$ cat src/rtl/stage_seq_pkg.sv
// Shared types and stage encodings for the multicycle stage sequencer.
package stage_seq_pkg;

  typedef enum logic [2:0] {
    ST_IDLE,
    ST_RUN,
    ST_WAIT,
    ST_PAUSE,
    ST_HALT,
    ST_ERROR
  } seq_state_e;

  localparam logic [2:0] STAGE_NONE      = 3'd0;
  localparam logic [2:0] STAGE_FETCH     = 3'd1;
  localparam logic [2:0] STAGE_DECODE    = 3'd2;
  localparam logic [2:0] STAGE_EXECUTE   = 3'd3;
  localparam logic [2:0] STAGE_MEMORY    = 3'd4;
  localparam logic [2:0] STAGE_WRITEBACK = 3'd5;

endpackage

$ cat src/rtl/mem_wait_timer.sv
// Counts memory wait-state cycles; expired flags the count reaching MEM_TIMEOUT.
module mem_wait_timer #(
  parameter int unsigned MEM_TIMEOUT = 15
) (
  input  logic Clock,
  input  logic Reset_L,
  input  logic clr_i,
  input  logic inc_i,
  output logic expired
);

  localparam logic [7:0] LIMIT = 8'(MEM_TIMEOUT);

  logic [7:0] count_q, count_d;

  always_comb begin
    count_d = count_q;
    if (clr_i)      count_d = '0;
    else if (inc_i) count_d = count_q + 8'd1;
  end

  always_ff @(posedge Clock or negedge Reset_L) begin
    if (!Reset_L) count_q <= '0;
    else          count_q <= count_d;
  end

  assign expired = (count_q == LIMIT);

endmodule

$ cat src/rtl/stage_sequencer.sv
// Drives the 1..5 Stage sequence with start/step control, halt handling,
// memory wait stalls with timeout, and a retired-instruction counter.
//
//   state    | meaning
//   ---------+--------------------------------------------------
//   ST_IDLE  | after reset, Stage=0, waits for Start
//   ST_RUN   | stepping Stage 1..5 one per cycle
//   ST_WAIT  | Stage held at 4 until Mem_Ready or timeout
//   ST_PAUSE | step mode, instruction retired, waits for Start
//   ST_HALT  | halt instruction retired, terminal
//   ST_ERROR | memory wait timed out, terminal
module stage_sequencer
  import stage_seq_pkg::*;
#(
  parameter int unsigned CNT_W       = 16,
  parameter int unsigned MEM_TIMEOUT = 15
) (
  input  logic             Clock,
  input  logic             Reset_L,
  input  logic             Start,
  input  logic             Step_Mode,
  input  logic             Halt_Instr,
  input  logic             Mem_Access,
  input  logic             Mem_Ready,
  output logic [2:0]       Stage,
  output logic             Running,
  output logic             Halted,
  output logic             Mem_Timeout,
  output logic             Instr_Done,
  output logic [CNT_W-1:0] Instr_Count
);

  seq_state_e       state_q, state_d;
  logic [2:0]       stage_q, stage_d;
  logic             halt_pending_q, halt_pending_d;
  logic [CNT_W-1:0] count_q, count_d;
  logic             halted_q, timeout_q;
  logic             timer_clr, timer_inc, timer_expired;

  mem_wait_timer #(.MEM_TIMEOUT(MEM_TIMEOUT)) u_wait_timer (
    .Clock   (Clock),
    .Reset_L (Reset_L),
    .clr_i   (timer_clr),
    .inc_i   (timer_inc),
    .expired (timer_expired)
  );

  always_comb begin
    state_d        = state_q;
    stage_d        = stage_q;
    halt_pending_d = halt_pending_q;
    count_d        = count_q;
    timer_clr      = 1'b0;
    timer_inc      = 1'b0;

    case (state_q)
      ST_IDLE, ST_PAUSE: begin
        stage_d = STAGE_NONE;
        if (Start) begin
          state_d = ST_RUN;
          stage_d = STAGE_FETCH;
        end
      end
      ST_RUN: begin
        case (stage_q)
          STAGE_FETCH:   stage_d = STAGE_DECODE;
          STAGE_DECODE: begin
            stage_d        = STAGE_EXECUTE;
            halt_pending_d = Halt_Instr;
          end
          STAGE_EXECUTE: stage_d = STAGE_MEMORY;
          STAGE_MEMORY: begin
            if (Mem_Access && !Mem_Ready) begin
              state_d   = ST_WAIT;
              timer_inc = 1'b1;
            end else begin
              stage_d = STAGE_WRITEBACK;
            end
          end
          STAGE_WRITEBACK: begin
            count_d = count_q + CNT_W'(1);
            if (halt_pending_q) begin
              state_d        = ST_HALT;
              stage_d        = STAGE_NONE;
              halt_pending_d = 1'b0;
            end else if (Step_Mode) begin
              state_d = ST_PAUSE;
              stage_d = STAGE_NONE;
            end else begin
              stage_d = STAGE_FETCH;
            end
          end
          default: stage_d = STAGE_FETCH;
        endcase
      end
      ST_WAIT: begin
        // Ready takes priority over a simultaneous timeout.
        if (Mem_Ready) begin
          state_d   = ST_RUN;
          stage_d   = STAGE_WRITEBACK;
          timer_clr = 1'b1;
        end else if (timer_expired) begin
          state_d = ST_ERROR;
          stage_d = STAGE_NONE;
        end else begin
          timer_inc = 1'b1;
        end
      end
      ST_HALT, ST_ERROR: stage_d = STAGE_NONE;
      default: begin
        state_d = ST_IDLE;
        stage_d = STAGE_NONE;
      end
    endcase
  end

  always_ff @(posedge Clock or negedge Reset_L) begin
    if (!Reset_L) begin
      state_q        <= ST_IDLE;
      stage_q        <= STAGE_NONE;
      halt_pending_q <= 1'b0;
      count_q        <= '0;
      halted_q       <= 1'b0;
      timeout_q      <= 1'b0;
    end else begin
      state_q        <= state_d;
      stage_q        <= stage_d;
      halt_pending_q <= halt_pending_d;
      count_q        <= count_d;
      halted_q       <= (state_d == ST_HALT);
      timeout_q      <= (state_d == ST_ERROR);
    end
  end

  assign Stage       = stage_q;
  assign Instr_Count = count_q;
  assign Halted      = halted_q;
  assign Mem_Timeout = timeout_q;
  assign Running     = (state_q == ST_RUN) || (state_q == ST_WAIT);
  assign Instr_Done  = (stage_q == STAGE_WRITEBACK);

endmodule

$ cat config.mk
export PLATFORM = sky130hd
export DESIGN_NAME = stage_sequencer
export DESIGN_NICKNAME = d
export VERILOG_FILES = /design/src/rtl/stage_seq_pkg.sv /design/src/rtl/mem_wait_timer.sv /design/src/rtl/stage_sequencer.sv
export SDC_FILE = /design/constraint.sdc
export NUM_CORES = 1
export LEC_CHECK = 0
export ABC_AREA = 1
export CAP_MARGIN = 20
export CORE_AREA = 4 4 66 68
export DETAILED_ROUTE_END_ITERATION = 12
export DIE_AREA = 0 0 70 72
export DONT_BUFFER_PORTS = 1
export PLACE_DENSITY = 0.7
export SETUP_SLACK_MARGIN = 0.02
export SYNTH_ARGS = -nofsm -noshare
export SYNTH_HDL_FRONTEND = slang
export SYNTH_HIERARCHICAL = 1
export SYNTH_SLANG_ARGS = --single-unit
$ cat constraint.sdc
create_clock -name Clock -period 1.86 [get_ports Clock]
set_clock_uncertainty 0.2 [all_clocks]
set_input_delay 0.186 -clock Clock [delete_from_list [all_inputs] [get_ports Clock]]
set_output_delay 0.186 -clock Clock [all_outputs]
set_load 0.01 [all_outputs]
# == After elaboration in Yosys (flattened, before gate mapping) ==
# Index checks and enable logic that the tools add are counted.
# word_totals
regBits,33
in_bits,7
output_inout_bits,23
word_cells,61
# op_classes
add_sub_neg,2
eq_ne,15
n_mux,26
reduce_logical,11
# ops
cell,n
$mux 3,9
$eq 3x3->1 const B,6
$add 16x1->16 const B,1
$mux 8,2
$pmux 3 s5,1
$eq 3x2->1 const B,4
$pmux 3 s4,1
$mux 1,9
$pmux 3 s3,1
$add 8x1->8 const B,1
$eq 8x4->1 const B,1
$eq 3x1->1 const B,2
$ne 3x3->1 const B,2
$pmux 3 s2,1
$reduce_and 2->1,3
$pmux 1 s2,2
$reduce_bool 2->1,2
$reduce_or 2->1,2
$logic_not 3->1,1
$logic_and 1x1->1,1
$logic_not 1->1,1
$logic_or 1x1->1,1

# == Longest topological paths before layout ==
# depth
ltp_word,7
mapped_depth,12

# == By module ==
# The synthesis kept the hierarchy.
# modules_own_cells
module,instances,cells_per_inst,area_per_inst_um2
stage_sequencer,1,225,1534.0
mem_wait_timer,1,61,456.7

# == Worst setup path after synthesis ==
# Ideal clock, no wire load.
# synth_path
path_kind,reg2reg
from,reg u_wait_timer.count_q[1]
to,reg u_wait_timer.count_q[5]
setup_time_ns,0.114
arrival_time_ns,1.574
t_required_ns,1.546
slack_ns,-0.029
path_stages_with_launch,13
path_buffers,0
path_cell_list,dfrtp_1 > ha_1 > nand3_1 > nor4_1 > nor2_1 > nand2_1 > nand2_2 > inv_2 > nand2_4 > nand3_1 > nand2_1 > nand2_1 > nor2_2
# synth_via
elab_chain_cells,5
elab_cells_between_ends,8
classes_between,add/sub: 1; eq/ne: 1; mux: 5; reduce/logical: 1
# synth_lines
element,line_no,rtl
from (decl),mem_wait_timer.sv:14,"logic [7:0] count_q, count_d;"
from (signal assigned),mem_wait_timer.sv:24,else count_q <= count_d;
$eq 8x4->1,mem_wait_timer.sv:27,assign expired = (count_q == LIMIT);
named net timer_expired,stage_sequencer.sv:38,"logic timer_clr, timer_inc, timer_expired;"
$mux 1,stage_sequencer.sv:102,end else if (timer_expired) begin
$mux 1,stage_sequencer.sv:98,if (Mem_Ready) begin
$pmux 1 s2,stage_sequencer.sv:56,case (state_q)
named net timer_inc,stage_sequencer.sv:38,
$reduce_bool 2->1 (no line),--,
# The timed path passes the listed nets, and every way through them passes these cells. The select of a mux whose other input is x is not followed.
# A chain may end at the register's enable or synchronous reset.

# == Worst setup path in the final report ==
# layout_path
from,reg u_wait_timer.count_q[5]
to,reg u_wait_timer.count_q[7]
# The elaborated chain is that of the path after synthesis.

==> impl_metrics.json <==
{
  "fin_area_mm2": 0.00242,
  "first_iter_violations": 116,
  "ctsRootBufferMaster": "clkbuf_8",
  "dp_cells": 351,
  "switching_share_pct": 28.2,
  "grt_pass1_vias": 1844,
  "crit_arrival_ns": 1.88,
  "antenna_found_initial": 0,
  "syn_avg_cell_area_um2": 6.96,
  "yosysTopAreaCellShare_pct": 41.5,
  "synth.most_common_cell": "nand2_1",
  "dr.pass1.iters": 4,
  "min_delay_path_depth": 5,
  "drt-total-wl_um": 4480,
  "synthCells": 286,
  "start_util_pct": 51.6,
  "synthToLayoutAreaGrowth_pct": 21.7,
  "dieArea_mm2": 0.00504,
  "fin_cells": 368,
  "dp_slack_ns": -0.0463,
  "power.share.clock_pct": 35.6,
  "power.density_mw_per_mm2": 689,
  "utilization_pct": 62.8,
  "p_sw_mw": 0.471,
  "hpwl_um": 3240,
  "clkTransAtPathRegs_ns": 0.07,
  "synthFlopType": "dfrtp_1",
  "rr_endpoint": "u_wait_timer/count_q[7]",
  "synth_area_mm2": 0.00199,
  "crit_path_start_kind": "flip-flop",
  "cts_tree": "built",
  "synth.distinct_cells": 27,
  "rrSetupSlack_ns": -0.04,
  "grt-ovfl-total": 0,
  "ys_top_cells_by_area": "dfrtp_1 (41%), nand2_1 (18%), nor2_1 (7.4%), inv_1 (5.8%), nand3_1 (5.3%)",
  "antenna_cells": 0,
  "crit_fanout": 4,
  "total_leakage_power_nw": 1.15,
  "portBuffers": 0,
  "pwr-share-comb_pct": 15.9,
  "crit_type": "reg2reg",
  "rows": 23,
  "worst_pin_slew_ns": 0.339,
  "clock_sinks": 33,
  "worst-r2r-cell-count": 9,
  "seqPwrFrac_pct": 48.5,
  "grt_max_degree": 34,
  "drv_slew": 0,
  "synth_area_leader_cell": "dfrtp_1",
  "place_congestion": 0.820,
  "intPower_mw": 1.20,
  "layout-drive-gt1-share_pct": 18.9,
  "ys_seq_elements": 33,
  "clock_latency_ns": 0.28,
  "ioPinCount": 30,
  "syn_nets": 295,
  "hold_slack_ns": 0.0457,
  "clockBufferDepth": 2,
  "power_mw": 1.67,
  "drc": 0,
  "synthTopCellsByCount": "nand2_1 (97), nor2_1 (39), dfrtp_1 (33), inv_1 (31), nand3_1 (21)",
  "setup_viol": 1,
  "tns_ns": -0.0402,
  "hp-class": "in2reg",
  "die_x_um": 70,
  "ir_worst_vdd_v": 0.000514,
  "wire_per_inst_um": 12.2,
  "reg2reg_from": "u_wait_timer/count_q[5]",
  "cap_violations": 0,
  "relSlewSlack_pct": 77.4,
  "finalCritPeriodShare_pct": 102,
  "synth-edff-count": 0,
  "track_usage_pct": 19.5,
  "min_to": "state_q[2]",
  "setup_ws_ns": -0.0402,
  "yosysWarningCount": 6,
  "grt_pass1_wl_um": 7940,
  "fp.dieH_um": 72,
  "required_ns": 1.84,
  "fin_nets": 326,
  "violations": "negative setup slack",
  "status": "complete, but fails checks",
  "num_vias": 1876,
  "rsz0062_at_grt": "true",
  "max_freq_mhz": 526,
  "htreeDepth": 2,
  "finalCriticalPeriod_ns": 1.90,
  "final_antenna_net_count": 0,
  "seq_area_frac_synth_pct": 41.5,
  "postPlaceCellArea_mm2": 0.00218,
  "cts_made_buffers": 5,
  "core_area_mm2": 0.00386,
  "async_flop_share_pct": 100,
  "worstHoldStart": "Mem_Ready",
  "drt-vias-per-instance": 5.10,
  "final-hold-violation-count": 0,
  "crit_path_end_kind": "flip-flop"
}
layout by cell type (no fill, tap or decap), types with 3 or more instances in the layout:
| cell | count |
|---|---|
| a21oi_1 | 5 |
| xnor2_1 | 4 |
| nand2_2 | 4 |
| buf_4 | 21 |
| nand3_2 | 3 |
| nand3_1 | 19 |
| nor2_1 | 37 |
| clkbuf_8 | 7 |
| nand2_1 | 95 |
| inv_2 | 3 |
| o21ai_0 | 15 |
| nor2_2 | 7 |
| dlygate4sd3_1 | 3 |
| dfrtp_1 | 33 |
| nand4_1 | 8 |
| xor2_1 | 3 |
| inv_1 | 30 |
repair_timing:
action	in CTS	in global routing
setup buffers	4	1
pin swaps	9	6
hold buffers	4	0
resized for setup	6	10
endpoints found under the setup margin	4	14
hold endpoints to repair	37	0
final cells by class:
type                       count  area (µm²)
fill                         351        1430
multi-input combinational    217        1070
sequential                    33         826
timing repair buffer          26         228
inverter                      34         130
clock buffer                   7        96.3
tap                           50        62.6
clock inverter                 1        5.00
sequential cells by signal (all words and copies together) (netlist names):
register / flops
Mem_Timeout: 1
halt_pending_q: 1
state_q: 3
Halted: 1
u_wait_timer/count_q: 8
Instr_Count: 16
Stage: 3
routing by layer:
metal / global-route usage (%) / wire, µm / vias up
li1: - / - / 969
met1: 23.5 / 1940 / 849
met2: 31.8 / 2190 / 48
met3: 6.37 / 251 / 10
met4: 8.94 / 97 / 0
met5: 0 / 0 / -
worst max path at each step:
stage	startpoint	to	slack, ns	cells after the start
global route	u_wait_timer/count_q[1]	u_wait_timer/count_q[7]	-0.17	11
finish	u_wait_timer/count_q[5]	u_wait_timer/count_q[7]	-0.04	9
CTS	u_wait_timer/count_q[0]	u_wait_timer/count_q[7]	-0.006	10
detailed placement	u_wait_timer/count_q[5]	u_wait_timer/count_q[7]	-0.05	9
floorplan	u_wait_timer/count_q[4]	u_wait_timer/count_q[5]	0.04	11
global placement	u_wait_timer/count_q[4]	u_wait_timer/count_q[5]	0.03	11
power groups by stage:
stage               clock [mW]  sequential [mW]  combinational, mW
finish                   0.594            0.809              0.265
global route             0.657            0.816              0.298
CTS                      0.616            0.809              0.264
detailed placement           0            0.821              0.236
global placement             0            0.822              0.230
floorplan                    0            0.830              0.149
kinds of logic (layout without fill, tap and decap cells):
| kind of cell | Yosys count | count (layout) | share of synthesized area [%] |
|---|---|---|---|
| AOI/OAI and AO/OA | 26 | 26 | 6.72 |
| xor gates and xnor gates | 7 | 7 | 3.08 |
| adders and majority gates | 2 | 2 | 1.26 |
| buffers and inverters | 36 | 68 | 7.35 |
| DFF | 33 | 33 | 41.5 |
| and+or+nand+nor | 182 | 182 | 40.1 |
worst max-delay path, stage by stage, from the launching register on:
cell,delay (ns)
dfrtp_1,0.40
or2_4,0.25
nor4_4,0.23
nor2_1,0.08
nand2_1,0.09
nand2_2,0.10
nor2_4,0.17
nor2_2,0.08
a21oi_2,0.12
nor2_1,0.06
Power figures use the tool's default switching activity.
